$ cat config.mk
export PLATFORM = sky130hd
export DESIGN_NAME = tt_sweep_ctrl
export DESIGN_NICKNAME = d
export VERILOG_FILES = /design/src/rtl/tt_sweep_ctrl_pkg.sv /design/src/rtl/tt_sweep_ctrl.sv
export SDC_FILE = /design/constraint.sdc
export NUM_CORES = 1
export LEC_CHECK = 0
export BUFFER_PORTS_ARGS = -buffer_cell sky130_fd_sc_hd__buf_2
export CAP_MARGIN = 20
export CORE_ASPECT_RATIO = 1.2
export CORE_MARGIN = 2
export CORE_UTILIZATION = 48
export DETAILED_ROUTE_END_ITERATION = 16
export HOLD_SLACK_MARGIN = 0.08
export PLACE_DENSITY = 0.73
export RECOVER_POWER = 25
export SETUP_SLACK_MARGIN = 0.1
export SLEW_MARGIN = 10
export SYNTH_ARGS = -nofsm -noshare
export SYNTH_HDL_FRONTEND = slang
export SYNTH_SLANG_ARGS = --single-unit
export TNS_END_PERCENT = 1
$ cat constraint.sdc
create_clock -name clk -period 1.8 [get_ports clk]
set_input_delay 0.09 -clock clk [delete_from_list [all_inputs] [get_ports clk]]
set_output_delay 0.09 -clock clk [all_outputs]
set_load 0.01 [all_outputs]
$ cat src/rtl/tt_sweep_ctrl_pkg.sv
// ---------------------------------------------------------------------------
// tt_sweep_ctrl_pkg
//   Shared definitions for the truth-table sweep controller.
//   - sweep_state_e : controller state encodings
//   - SETTLE_W      : width of the settle (wait) counter, enough for 0..15
// ---------------------------------------------------------------------------
package tt_sweep_ctrl_pkg;

    typedef enum logic [1:0] {
        IDLE   = 2'd0,
        APPLY  = 2'd1,
        SAMPLE = 2'd2,
        DONE   = 2'd3
    } sweep_state_e;

    localparam int SETTLE_W = 4;

endpackage : tt_sweep_ctrl_pkg

$ cat src/rtl/tt_sweep_ctrl.sv
// ---------------------------------------------------------------------------
// tt_sweep_ctrl
//   Equivalence-checking sequencer for two implementations of one N_IN-input
//   boolean function. It walks x through 0 .. 2^N_IN-1. Each vector is held
//   for SETTLE+1 cycles, then sampled for one cycle in which a and b are
//   compared. The block reports a pass flag, a mismatch count and the lowest
//   failing vector.
//
// Parameters
//   N_IN   : number of function inputs (1..8)
//   SETTLE : idle cycles after a vector is applied before its sample (0..15)
//
// Ports
//   clk        in   clock, rising edge
//   reset_n    in   synchronous active-low reset
//   start      in   begin a sweep (honoured in IDLE or DONE)
//   abort      in   return to IDLE, keep partial results
//   x          out  [N_IN]   vector driven into both implementations
//   a, b       in   outputs of implementation A and B
//   busy       out  sweep in progress
//   done       out  sweep finished, results valid
//   pass       out  1 if the finished sweep saw no mismatches
//   err_count  out  [N_IN+1] number of mismatching vectors
//   fail_valid out  at least one mismatch captured
//   first_fail out  [N_IN]   lowest mismatching vector
// ---------------------------------------------------------------------------
module tt_sweep_ctrl
    import tt_sweep_ctrl_pkg::*;
#(
    parameter int N_IN   = 2,
    parameter int SETTLE = 1
) (
    input  logic            clk,
    input  logic            reset_n,
    input  logic            start,
    input  logic            abort,
    output logic [N_IN-1:0] x,
    input  logic            a,
    input  logic            b,
    output logic            busy,
    output logic            done,
    output logic            pass,
    output logic [N_IN:0]   err_count,
    output logic            fail_valid,
    output logic [N_IN-1:0] first_fail
);

    // Last vector of the sweep, compared against a counter one bit wider than
    // x so the comparison never depends on x wrapping back to zero.
    localparam logic [N_IN:0]         LAST_VEC  = {1'b0, {N_IN{1'b1}}};
    localparam logic [SETTLE_W-1:0]   SETTLE_LD = SETTLE_W'(SETTLE);

    sweep_state_e          state_q, state_d;
    logic [N_IN:0]         vec_q, vec_d;
    logic [SETTLE_W-1:0]   wait_q, wait_d;
    logic [N_IN:0]         err_q, err_d;
    logic                  fv_q, fv_d;
    logic [N_IN-1:0]       ff_q, ff_d;
    logic                  busy_q, busy_d;
    logic                  done_q, done_d;
    logic                  pass_q, pass_d;

    logic                  mismatch;

    assign mismatch = a ^ b;

    // NOTE: sequential state uses non-blocking assignments only, so every
    // register samples the values computed in the previous cycle regardless
    // of statement order.
    always_ff @(posedge clk) begin
        if (!reset_n) begin
            state_q <= IDLE;
            vec_q   <= '0;
            wait_q  <= '0;
            err_q   <= '0;
            fv_q    <= 1'b0;
            ff_q    <= '0;
            busy_q  <= 1'b0;
            done_q  <= 1'b0;
            pass_q  <= 1'b0;
        end else begin
            state_q <= state_d;
            vec_q   <= vec_d;
            wait_q  <= wait_d;
            err_q   <= err_d;
            fv_q    <= fv_d;
            ff_q    <= ff_d;
            busy_q  <= busy_d;
            done_q  <= done_d;
            pass_q  <= pass_d;
        end
    end

    // NOTE: every signal driven here gets a hold-value default first; a path
    // that leaves one unassigned would otherwise infer a latch.
    always_comb begin
        state_d = state_q;
        vec_d   = vec_q;
        wait_d  = wait_q;
        err_d   = err_q;
        fv_d    = fv_q;
        ff_d    = ff_q;
        busy_d  = busy_q;
        done_d  = done_q;
        pass_d  = pass_q;

        if (abort) begin
            // Results are left untouched so a partial sweep can be inspected.
            // In IDLE these assignments match the values already held.
            state_d = IDLE;
            vec_d   = '0;
            wait_d  = '0;
            busy_d  = 1'b0;
            done_d  = 1'b0;
            pass_d  = 1'b0;
        end else begin
            case (state_q)
                IDLE, DONE: begin
                    if (start) begin
                        state_d = APPLY;
                        vec_d   = '0;
                        wait_d  = SETTLE_LD;
                        err_d   = '0;
                        fv_d    = 1'b0;
                        ff_d    = '0;
                        busy_d  = 1'b1;
                        done_d  = 1'b0;
                        pass_d  = 1'b0;
                    end
                end

                APPLY: begin
                    // Counter reaching zero ends APPLY, giving SETTLE+1 cycles.
                    if (wait_q == '0) begin
                        state_d = SAMPLE;
                    end else begin
                        wait_d = wait_q - 1'b1;
                    end
                end

                SAMPLE: begin
                    if (mismatch) begin
                        err_d = err_q + 1'b1;
                        if (!fv_q) begin
                            fv_d = 1'b1;
                            ff_d = vec_q[N_IN-1:0];
                        end
                    end
                    if (vec_q == LAST_VEC) begin
                        // x is held at the last vector while DONE.
                        state_d = DONE;
                        busy_d  = 1'b0;
                        done_d  = 1'b1;
                        pass_d  = (err_d == '0);
                    end else begin
                        state_d = APPLY;
                        vec_d   = vec_q + 1'b1;
                        wait_d  = SETTLE_LD;
                    end
                end

                default: begin
                    state_d = IDLE;
                end
            endcase
        end
    end

    assign x          = vec_q[N_IN-1:0];
    assign busy       = busy_q;
    assign done       = done_q;
    assign pass       = pass_q;
    assign err_count  = err_q;
    assign fail_valid = fv_q;
    assign first_fail = ff_q;

endmodule : tt_sweep_ctrl

==> metrics.md, run 1 <==
| Metric | Value |
|---|---|
| Unrepaired setup endpoints after global routing | `true` |
| DP Worst Slack | `0.0328 ns` |
| Synth-to-layout area growth | `19.9%` |
| Maximum VDD drop | `0.364 mV` |
| Cell Rows | `18` |
| Worst Setup Start Kind | `register` |
| Seq cells post-synth | `18` |
| 1st-pass router iterations | `4` |
| Worst-Skew Late Latency | `0.30 ns` |
| Gpl congestion | `0.873` |
| Switching Share | `25.7%` |
| Global-route wire length before repair | `3.34 mm` |
| Area of the die | `0.00245 mm^2` |
| DIE WIDTH | `45.5 um` |
| Antenna diode count | `0` |
| Nets | `156` |
| Top Ports | `17` |
| Top cells by area, synth | `dfxtp_1 36%, ha_1 10%, a21oi_1 5.6%` |
| Fill cells | `193` |
| Clock power frac | `32.8%` |
| Cell family with most CP delay | `simple AND/OR/NAND/NOR gates` |
| Fin. Hold Viols | `0` |
| Grt total ovfl | `0` |
| Synthesized Nets | `132` |
| Pint | `0.580 mW` |
| Slowest cell delay on critical path | `0.48 ns` |
| Final Slew Violations | `0` |
| Synth Instances | `118` |
| P_sw | `0.200 mW` |
| Root Buffer | `clkbuf_4` |
| Htree depth | `1` |
| Chip height | `53.8 um` |
| Status | `finished, final reports clean` |
| Slowest CP cell | `or4b_1` |
| Final hold slack | `0.207 ns` |
| Crit path cell chain | `buf_4 -> ha_1 -> nor2_1 -> nand2_2 -> or4b_1 -> a31oi_1` |
| Gr usage total | `19.2%` |
| Seq pwr share | `52.2%` |
| TritonCTS clock tree | `yes` |
| Register area | `362 um^2` |
| Final worst slack | `0.0855 ns` |
| CP Capture Type | `register` |
| # DRC | `0` |
| Worst path bufs/invs | `1` |
| Initial antenna violation count | `0` |
| Post-route ant nets | `0` |
| Final core occ | `59.3%` |
| Synth cell types | `33` |
| Max-slew headroom | `75.0%` |
| Final wirelength | `2.12 mm` |
| Max Clk Rate | `583 MHz` |
| Yosys top cell by area | `dfxtp_1` |
| Multi-input gate area | `602 um^2` |
| Min Tclk post-route | `1.71 ns` |
| Worst-case clock buffer depth | `2` |
| Clock buffer count from CTS | `3` |
| Share of layout cells above drive strength 1 | `20.6%` |
| Tot Pwr | `0.780 mW` |
| Seq/Total Area, Yosys | `36.4%` |
| CTS Sinks | `18` |
| Commonest non-fill, non-tap cells in the layout | `17 x dfxtp_1, 10 x a21oi_1, 9 x nand2_1, 9 x buf_2` |
| Lkg Pwr | `0.495 nW` |
| Port buffer count | `16` |
| Crit path arrival time | `1.95 ns` |
| Setup Viol. Count Final | `0` |
| Max Fanout on Critical Path | `6` |
| Vias in the first global route | `812` |
| Comb pwr share | `15.0%` |
| Critical path type | `reg2reg` |
| DR iter-0 viols | `11` |
| Via/cell ratio | `5.68` |
| YS warnings | `0` |
| Hpwl dp | `1.53 mm` |
| Avg WL per Cell | `13.2 um` |
| DR vias | `915` |
| Initial core utilization | `49.4%` |
| Core area | `0.00200 mm^2` |
| Mapped Area | `991 um^2` |
| Post-synth top area share | `36.4%` |
| MaxCap Viol Count | `0` |
| Clock Skew | `0.00329 ns` |
| Period utilization | `95.3%` |
| Commonest non-fill, non-tap cell in the layout | `dfxtp_1` |
| Syn avg cell area | `8.40 um^2` |
| Pwr dens | `656 mW/mm^2` |
| Worst-Margin Slew | `0.372 ns` |
| Hold crit path type | `in2reg` |
| Worst-path clk slew | `0.10 ns` |
| Req. time, crit path | `2.04 ns` |
| Pin count of the biggest net entering global routing | `11` |
per-layer routing:
| layer | wire (um) | vias to the layer above | share of wire [%] | track usage, % |
|---|---|---|---|---|
| met2 | 1030 | 20 | 48 | 31.5 |
| met3 | 93 | 5 | 4.4 | 3.69 |
| li1 | - | 465 | - | - |
| met1 | 933 | 425 | 44 | 21.5 |
| met5 | 0 | - | 0 | 0 |
| met4 | 67 | 0 | 3.2 | 14.7 |
power by group through the flow:
stage	clock network (mW)	registers [mW]	logic (mW)
3_3_place_gp	0	0.416	0.102
6_report	0.256	0.407	0.117
5_1_grt	0.278	0.408	0.128
3_5_place_dp	0	0.416	0.103
4_1_cts	0.262	0.407	0.106
2_1_floorplan	0	0.418	0.0647
Yosys cell counts:
library cell / instances
nor2b_1: 3
buf_4: 2
inv_1: 8
and3_2: 1
nor2_1: 8
nand2_1: 10
a2bb2oi_1: 1
clkbuf_1: 2
or4b_1: 1
a211oi_1: 3
or3_1: 1
a21oi_1: 11
nand4_1: 1
nand3_1: 5
nand2b_1: 3
nand4b_1: 1
nor3_1: 4
ha_1: 8
and2_1: 2
a31oi_1: 1
a211o_1: 2
xnor2_1: 2
o221a_2: 1
o211ai_1: 1
a221o_1: 1
xor2_1: 1
o21ai_0: 7
mux2i_1: 3
buf_2: 1
nand3b_1: 2
o41ai_1: 1
or3b_2: 2
dfxtp_1: 18
stage by stage:
stage	instances	instance area [um^2]	setup TNS (ns)
5_1_grt	161	1190	-0.0174
6_report	161	1190	0
3_3_place_gp	155	1110	0
4_1_cts	160	1160	0
2_1_floorplan	118	991	0
3_5_place_dp	155	1110	0
logic make-up (layout without fill, tap and decap cells):
kind of cell / after synthesis / in the layout / synth area share [%]
AOI/OAI and AO/OA: 29 / 29 / 18.4
xor gates and xnor gates: 3 / 3 / 2.65
adders and majority gates: 8 / 8 / 10.1
buffers and inverters: 13 / 36 / 5.81
DFF: 18 / 18 / 36.4
muxes: 3 / 3 / 3.03
and+or+nand+nor: 44 / 44 / 23.6
worst paths after layout:
check,to,cells past startpoint,slack (ns),startpoint
max,err_count[2],6,0.09,state_q[0]
max reg2reg,err_count[2],6,0.09,state_q[0]
min reg2reg,first_fail[0],2,0.47,first_fail[0]
min,done,4,0.21,start
registers in the layout, indices dropped and copies added (netlist names):
name / flops
busy: 1
state_q: 2
wait_q: 4
vec_q: 3
first_fail: 2
err_count: 3
fail_valid: 1
done: 1
pass: 1
worst reg2reg max path: cells and delay by family, from the launching register on:
| family | cells | cell delay, ns |
|---|---|---|
| adders and majority gates | 1 | 0.22 |
| and+or+nand+nor | 3 | 0.79 |
| buffers and inverters | 1 | 0.14 |
| AOI/OAI and AO/OA | 1 | 0.17 |
| DFF | 1 | 0.33 |
repair_timing:
| action | in CTS | in global routing |
|---|---|---|
| resized for setup | 1 | 6 |
| hold buffers | 1 | 0 |
| hold endpoints to repair | 1 | 0 |
| setup buffers | 0 | 1 |
| setup endpoints to repair | 4 | 9 |
final cells by class:
| class | count | area share (%) |
|---|---|---|
| multi-input combinational | 87 | 50.6 |
| sequential | 18 | 30.4 |
| timing repair buffer | 24 | 11.3 |
| clock buffer | 4 | 3.05 |
| inverter | 8 | 2.53 |
| tap | 20 | 2.11 |
Power figures use the tool's default switching activity.
==> run 2: changes to the inputs <==
--- a/config.mk
+++ b/config.mk
@@ -7,12 +7,14 @@
 export LEC_CHECK = 0
 export BUFFER_PORTS_ARGS = -buffer_cell sky130_fd_sc_hd__buf_2
 export CAP_MARGIN = 20
+export CELL_PAD_IN_SITES_DETAIL_PLACEMENT = 0
+export CELL_PAD_IN_SITES_GLOBAL_PLACEMENT = 2
 export CORE_ASPECT_RATIO = 1.2
 export CORE_MARGIN = 2
-export CORE_UTILIZATION = 48
+export CORE_UTILIZATION = 29
 export DETAILED_ROUTE_END_ITERATION = 16
 export HOLD_SLACK_MARGIN = 0.08
-export PLACE_DENSITY = 0.73
+export PLACE_DENSITY_LB_ADDON = 0.1
 export RECOVER_POWER = 25
 export SETUP_SLACK_MARGIN = 0.1
 export SLEW_MARGIN = 10
==> constraint.sdc (replaced) <==
create_clock -name clk -period 1.8 [get_ports clk]
set_input_delay 0.09 -clock clk [delete_from_list [all_inputs] [get_ports clk]]
set_output_delay 0.09 -clock clk [all_outputs]
set_load 0.02 [all_outputs]
==> run 2 against run 1 <==
Compared with the run above:
- wire length increased by 6.8%
- count of clock-buffer cells in the layout down 1
- via count down 0.87%
==> metrics.md, run 2 (synthesis gave the netlist of run 1 again) <==
| Metric | Value |
|---|---|
| Critical path type | `reg2reg` |
| Worst path bufs/invs | `1` |
| Crit path arrival time | `1.80 ns` |
| Fin. Hold Viols | `0` |
| 1st-pass router iterations | `4` |
| Seq pwr share | `50.5%` |
| Antenna diode count | `0` |
| Post-route cell area | `0.00123 mm^2` |
| Clock buffer count from CTS | `3` |
| Clock Skew | `0.00153 ns` |
| Final worst slack | `0.183 ns` |
| Hold crit path type | `in2reg` |
| Vias in the first global route | `886` |
| Grt total ovfl | `0` |
| Maximum VDD drop | `0.330 mV` |
| Slowest cell delay on critical path | `0.48 ns` |
| Slowest CP cell | `or4b_1` |
| Switching Share | `25.0%` |
| Cell Count, Final, Fillers Out | `178` |
| Post-route ant nets | `0` |
| Max Fanout on Critical Path | `6` |
| Worst R2R Path Depth | `6` |
| Worst-Skew Late Latency | `0.25 ns` |
| DR vias | `907` |
| Worst-case clock buffer depth | `2` |
| Clock power frac | `34.5%` |
| Area of the die | `0.00390 mm^2` |
| Chip height | `68.0 um` |
| Htree depth | `1` |
| Cell family with most CP delay | `simple AND/OR/NAND/NOR gates` |
| Global-route wire length before repair | `3.84 mm` |
| Max Clk Rate | `618 MHz` |
| Final wirelength | `2.27 mm` |
| Gpl congestion | `0.783` |
| DIE WIDTH | `57.4 um` |
| Crit path launch | `state_q[1]` |
| Reg2Reg Launch Point | `state_q[1]` |
| Initial antenna violation count | `0` |
| Initial core utilization | `29.9%` |
| DP Worst Slack | `0.0333 ns` |
| Tot Pwr | `0.809 mW` |
| Share of layout cells above drive strength 1 | `23.4%` |
| Pwr dens | `660 mW/mm^2` |
| Final hold slack | `0.153 ns` |
| Comb pwr share | `15.0%` |
| Worst-path clk slew | `0.07 ns` |
| Largest register by flop count | `wait_q` |
| Core area | `0.00331 mm^2` |
| CP Capture Type | `register` |
| Post-DP Area | `0.00116 mm^2` |
| Pin count of the biggest net entering global routing | `10` |
| Port buffer count | `16` |
| Hold buffers post-CTS | `0` |
| Number of flip-flops in the largest register | `4` |
| TNS Setup | `0 ns` |
| Min Tclk post-route | `1.62 ns` |
| Worst Setup Start Kind | `register` |
| Period utilization | `89.9%` |
| Unrepaired setup endpoints after global routing | `true` |
| WP depth | `6` |
| Gr usage total | `12.9%` |
| DR iter-0 viols | `23` |
| Max-slew headroom | `80.1%` |
| Req. time, crit path | `1.98 ns` |
| Final Slew Violations | `0` |
| Final core occ | `37.1%` |
| Crit path cell chain | `inv_1 -> ha_1 -> nor2_1 -> nand2_2 -> or4b_1 -> a31oi_1` |
| Setup Viol. Count Final | `0` |
| Lkg Pwr | `0.501 nW` |
| Top Ports | `17` |
| Synth-to-layout area growth | `23.7%` |
| Root Buffer | `clkbuf_8` |
| Placed cells | `175` |
| Via/cell ratio | `5.10` |
| P_sw | `0.202 mW` |
| Pint | `0.607 mW` |
| Reg-to-reg critical path endpoint | `err_count[2]` |
| Commonest non-fill, non-tap cell in the layout | `dfxtp_1` |
| Cell Rows | `23` |
| Status | `finished, final reports clean` |
| Worst-Margin Slew | `0.298 ns` |
| Hpwl dp | `1.79 mm` |
| Flop2flop setup slack | `0.18 ns` |
| # DRC | `0` |
| Crit path to | `err_count[2]` |
| Avg WL per Cell | `12.7 um` |
| Nets | `157` |
| CTS Sinks | `18` |
| Commonest non-fill, non-tap cells in the layout | `16 x dfxtp_1, 10 x a21oi_1, 9 x buf_2, 9 x buf_4` |
| MaxCap Viol Count | `0` |
| TritonCTS clock tree | `yes` |
[run 2: cell types whose count changed in the layout (fill, tap and decap cells not counted)]
cell / delta
dfxtp_2: +1
buf_4: +2
ha_2: +1
nand2_2: +1
nand2_1: -1
dfxtp_1: -1
clkbuf_8: +2
dlygate4sd3_1: -1
clkbuf_4: -3
ha_1: -1
[run 2: how the worst min path moves through the flow]
stage	start	endpoint	slack, ns	cells after the start
4_1_cts	reset_n	fail_valid	0.14	2
3_5_place_dp	reset_n	fail_valid	0.41	2
2_1_floorplan	reset_n	fail_valid	0.24	1
5_1_grt	reset_n	fail_valid	0.15	2
6_report	reset_n	fail_valid	0.15	2
3_3_place_gp	reset_n	fail_valid	0.41	2
[run 2: routing by layer]
metal	global-route usage (%)	wire, um	vias to the layer above
li1	-	-	464
met1	14.7	1060	416
met2	22.4	1080	22
met3	2.46	86	5
met4	7.27	40	0
met5	0	0	-
[run 2: worst reg2reg max path, stage by stage (launching register included)]
cell     delay, ns
dfxtp_2       0.36
inv_1         0.08
ha_1          0.21
nor2_1        0.16
nand2_2       0.11
or4b_1        0.48
a31oi_1       0.17
[run 2: what timing repair did]
item                       CTS  global route
buffers inserted             0             0
resized for setup            3             7
setup endpoints to repair    3            10
[run 2: power groups by stage]
| stage | clock [mW] | sequential [mW] | combinational (mW) |
|---|---|---|---|
| 2_1_floorplan | 0 | 0.420 | 0.0647 |
| 3_3_place_gp | 0 | 0.417 | 0.115 |
| 3_5_place_dp | 0 | 0.417 | 0.114 |
| 4_1_cts | 0.295 | 0.408 | 0.117 |
| 5_1_grt | 0.307 | 0.409 | 0.135 |
| 6_report | 0.279 | 0.409 | 0.121 |
[run 2: layout make-up]
| cell class | instances | area, um^2 |
|---|---|---|
| Clock buffer | 3 | 41.3 |
| Tap cell | 37 | 46.3 |
| Multi-Input combinational cell | 87 | 607 |
| Inverter | 8 | 30.0 |
| Fill cell | 350 | 2080 |
| Timing Repair Buffer | 25 | 139 |
| Sequential cell | 18 | 363 |
==> run 3: changes to the inputs <==
--- a/config.mk
+++ b/config.mk
@@ -5,13 +5,15 @@
 export SDC_FILE = /design/constraint.sdc
 export NUM_CORES = 1
 export LEC_CHECK = 0
+export ABC_AREA = 1
 export BUFFER_PORTS_ARGS = -buffer_cell sky130_fd_sc_hd__buf_2
 export CAP_MARGIN = 20
 export CELL_PAD_IN_SITES_DETAIL_PLACEMENT = 0
 export CELL_PAD_IN_SITES_GLOBAL_PLACEMENT = 2
 export CORE_ASPECT_RATIO = 1.2
 export CORE_MARGIN = 2
-export CORE_UTILIZATION = 29
+export CORE_UTILIZATION = 27
+export CTS_CLUSTER_SIZE = 16
 export DETAILED_ROUTE_END_ITERATION = 16
 export HOLD_SLACK_MARGIN = 0.08
 export PLACE_DENSITY_LB_ADDON = 0.1
==> run 3 against run 2 <==
Compared with the run above:
- utilization down 4.9 points
- sequential cell count unchanged
- critical path depth up 3
- critical path type unchanged
- largest cell class unchanged
- largest power group unchanged
==> metrics.md, run 3 <==
| Metric | Value |
|---|---|
| Crit path arrival time | `1.71 ns` |
| Synth Instances | `157` |
| Post-route ant nets | `0` |
| Top Ports | `17` |
| Grt total ovfl | `0` |
| Flop2flop setup slack | `0.23 ns` |
| Fill cells | `484` |
| Post-CTS Setup Bufs | `0` |
| Avg WL per Cell | `10.5 um` |
| Hold crit path type | `in2reg` |
| Global-route wire length before repair | `4.08 mm` |
| Worst R2R Path Depth | `9` |
| Multi-input gate area | `577 um^2` |
| Fraction of registers with async set/reset | `0%` |
| Status | `finished, final reports clean` |
| CP Capture Type | `register` |
| Most frequent cells after synthesis | `36 x nand2_1, 25 x inv_1, 18 x dfxtp_1` |
| Setup Viol. Count Final | `0` |
| Mapped Area | `0.00107 mm^2` |
| Slowest CP cell | `dfxtp_1` |
| Reg2Reg Launch Point | `state_q[0]` |
| Cell Rows | `25` |
| Largest register by flop count | `wait_q` |
| Final Slew Violations | `0` |
| # DRC | `0` |
| TNS Setup | `0 ns` |
| Hold buffers post-CTS | `0` |
| Root Buffer | `clkbuf_8` |
| Worst Setup Start Kind | `register` |
| Chip height | `72.8 um` |
| Worst path bufs/invs | `4` |
| Syn avg cell area | `6.79 um^2` |
| TritonCTS clock tree | `yes` |
| Vias in the first global route | `902` |
| Period utilization | `87.0%` |
| Port buffer count | `16` |
| Worst-path clk slew | `0.07 ns` |
| Max Fanout on Critical Path | `5` |
| Core area | `0.00388 mm^2` |
| Nets | `190` |
| Initial antenna violation count | `0` |
| Share of layout cells above drive strength 1 | `17.1%` |
| Worst Min Path Start | `reset_n` |
| Antenna diode count | `0` |
| Reg-to-reg critical path endpoint | `vec_q[2]` |
| Critical path type | `reg2reg` |
| Commonest non-fill, non-tap cell in the layout | `nand2_1` |
| Fin. Hold Viols | `0` |
| Via/cell ratio | `4.17` |
| Top-count cell post-synth | `nand2_1` |
| Top cells by area, synth | `dfxtp_1 34%, nand2_1 13%, ha_1 9.4%` |
| Final wirelength | `2.42 mm` |
| Initial core utilization | `27.5%` |
| Post-synth top area share | `33.8%` |
| Max-slew headroom | `82.4%` |
| DIE WIDTH | `61.4 um` |
| DR vias | `954` |
| Seq cells post-synth | `18` |
| Commonest non-fill, non-tap cells in the layout | `36 x nand2_1, 25 x inv_1, 18 x dfxtp_1, 16 x nor2_1, 12 x nand3_1` |
| Gr usage total | `12.2%` |
| Final worst slack | `0.235 ns` |
| WHS Endpoint | `first_fail[1]` |
| Unrepaired setup endpoints after global routing | `true` |
| Tot Pwr | `0.929 mW` |
| Yosys top cell by area | `dfxtp_1` |
| Clock buffer count from CTS | `3` |
| Pin count of the biggest net entering global routing | `11` |
| DR iter-0 viols | `31` |
| 1st-pass router iterations | `4` |
| Min Tclk post-route | `1.57 ns` |
| Cell family with most CP delay | `simple AND/OR/NAND/NOR gates` |
| Primary FF master, synth | `dfxtp_1` |
| Pwr dens | `744 mW/mm^2` |
| Maximum VDD drop | `0.307 mV` |
| Gpl congestion | `0.786` |
| Number of flip-flops in the largest register | `4` |
| Number of flops mapped to enable cells by yosys | `0` |
| Area of the die | `0.00447 mm^2` |
| Synth cell types | `23` |
| Post-route cell area | `0.00125 mm^2` |
| Worst-Margin Slew | `0.265 ns` |
| DP Worst Slack | `0.236 ns` |
| Lkg Pwr | `0.574 nW` |
| Register area | `360 um^2` |
| CTS Sinks | `18` |
| MaxCap Viol Count | `0` |
| Synthesized Nets | `171` |
| Req. time, crit path | `1.95 ns` |
| Hpwl dp | `1.99 mm` |
| Worst-Skew Late Latency | `0.25 ns` |
| Clock Skew | `0.000858 ns` |
| Seq/Total Area, Yosys | `33.8%` |
| Synth-to-layout area growth | `17.1%` |
| Max Clk Rate | `639 MHz` |
| Worst-case clock buffer depth | `2` |
| PostCTS Resize Cnt | `0` |
| Post-DP Area | `0.00120 mm^2` |
| WHS Path Cells | `3` |
| Crit path cell chain | `inv_1 -> ha_1 -> inv_2 -> nor2_4 -> inv_2 -> nand3_1 -> inv_1 -> nand3_1 -> o22ai_1` |
| Slowest cell delay on critical path | `0.37 ns` |
| YS warnings | `0` |
| Htree depth | `1` |
run 3: cell count changes after synthesis, moves of 4 or more:
cell,delta
nand3_1,+7
inv_1,+17
nand2_2,+4
nor2_1,+8
nand2_1,+26
run 3: metal layers:
layer | wire [um] | global-route usage (%) | vias up | part of all wire (%)
met5 | 0 | 0 | - | 0
li1 | - | - | 528 | -
met2 | 1140 | 20.2 | 9 | 47
met3 | 75 | 2.30 | 2 | 3.1
met1 | 1170 | 15.4 | 415 | 48
met4 | 26 | 4.26 | 0 | 1.1
run 3: through the flow:
| step | util [%] | hold WS, ns | cells |
|---|---|---|---|
| 2_1_floorplan | - | 0.216 | 157 |
| 3_3_place_gp | 30.9 | 0.379 | 225 |
| 3_5_place_dp | 30.9 | 0.377 | 225 |
| 4_1_cts | 32.3 | 0.102 | 229 |
| 5_1_grt | 32.2 | 0.106 | 229 |
| 6_report | 32.2 | 0.104 | 229 |
run 3: tightest hold or removal path, delay by kind of cell:
kind                   cells  cell delay (ns)
buffers and inverters      1             0.13
AND/OR/NAND/NOR            2             0.10
run 3: how the worst max path moves through the flow:
stage | from | endpoint | slack, ns | cells past startpoint
after floorplan | state_q[0] | vec_q[2] | 0.42 | 9
after global placement | state_q[0] | pass | 0.23 | 8
after detailed placement | state_q[0] | pass | 0.24 | 8
after CTS | state_q[0] | vec_q[1] | 0.21 | 9
after global routing | state_q[0] | vec_q[2] | 0.09 | 9
final | state_q[0] | vec_q[2] | 0.23 | 9
run 3: final cells by class:
type,count,area share [%]
Sequential cell,18,28.9
Multi-Input combinational cell,107,46.2
Timing Repair Buffer,16,5.71
Inverter,30,9.42
Tap cell,54,5.41
Clock buffer,4,4.41
run 3: cell families after synthesis:
family          count (synthesis)  synth area share (%)
compound gates                 21                  10.6
fa+ha+maj                       8                  9.39
simple gates                   78                  33.8
flops                          18                  33.8
buf+inv                        32                  12.4
run 3: report_power, final:
part / switching (mW) / total [mW] / internal, mW
Combinational: 0.111 / 0.165 / 0.0538
Clock: 0.146 / 0.341 / 0.195
Sequential: 0.00999 / 0.423 / 0.413
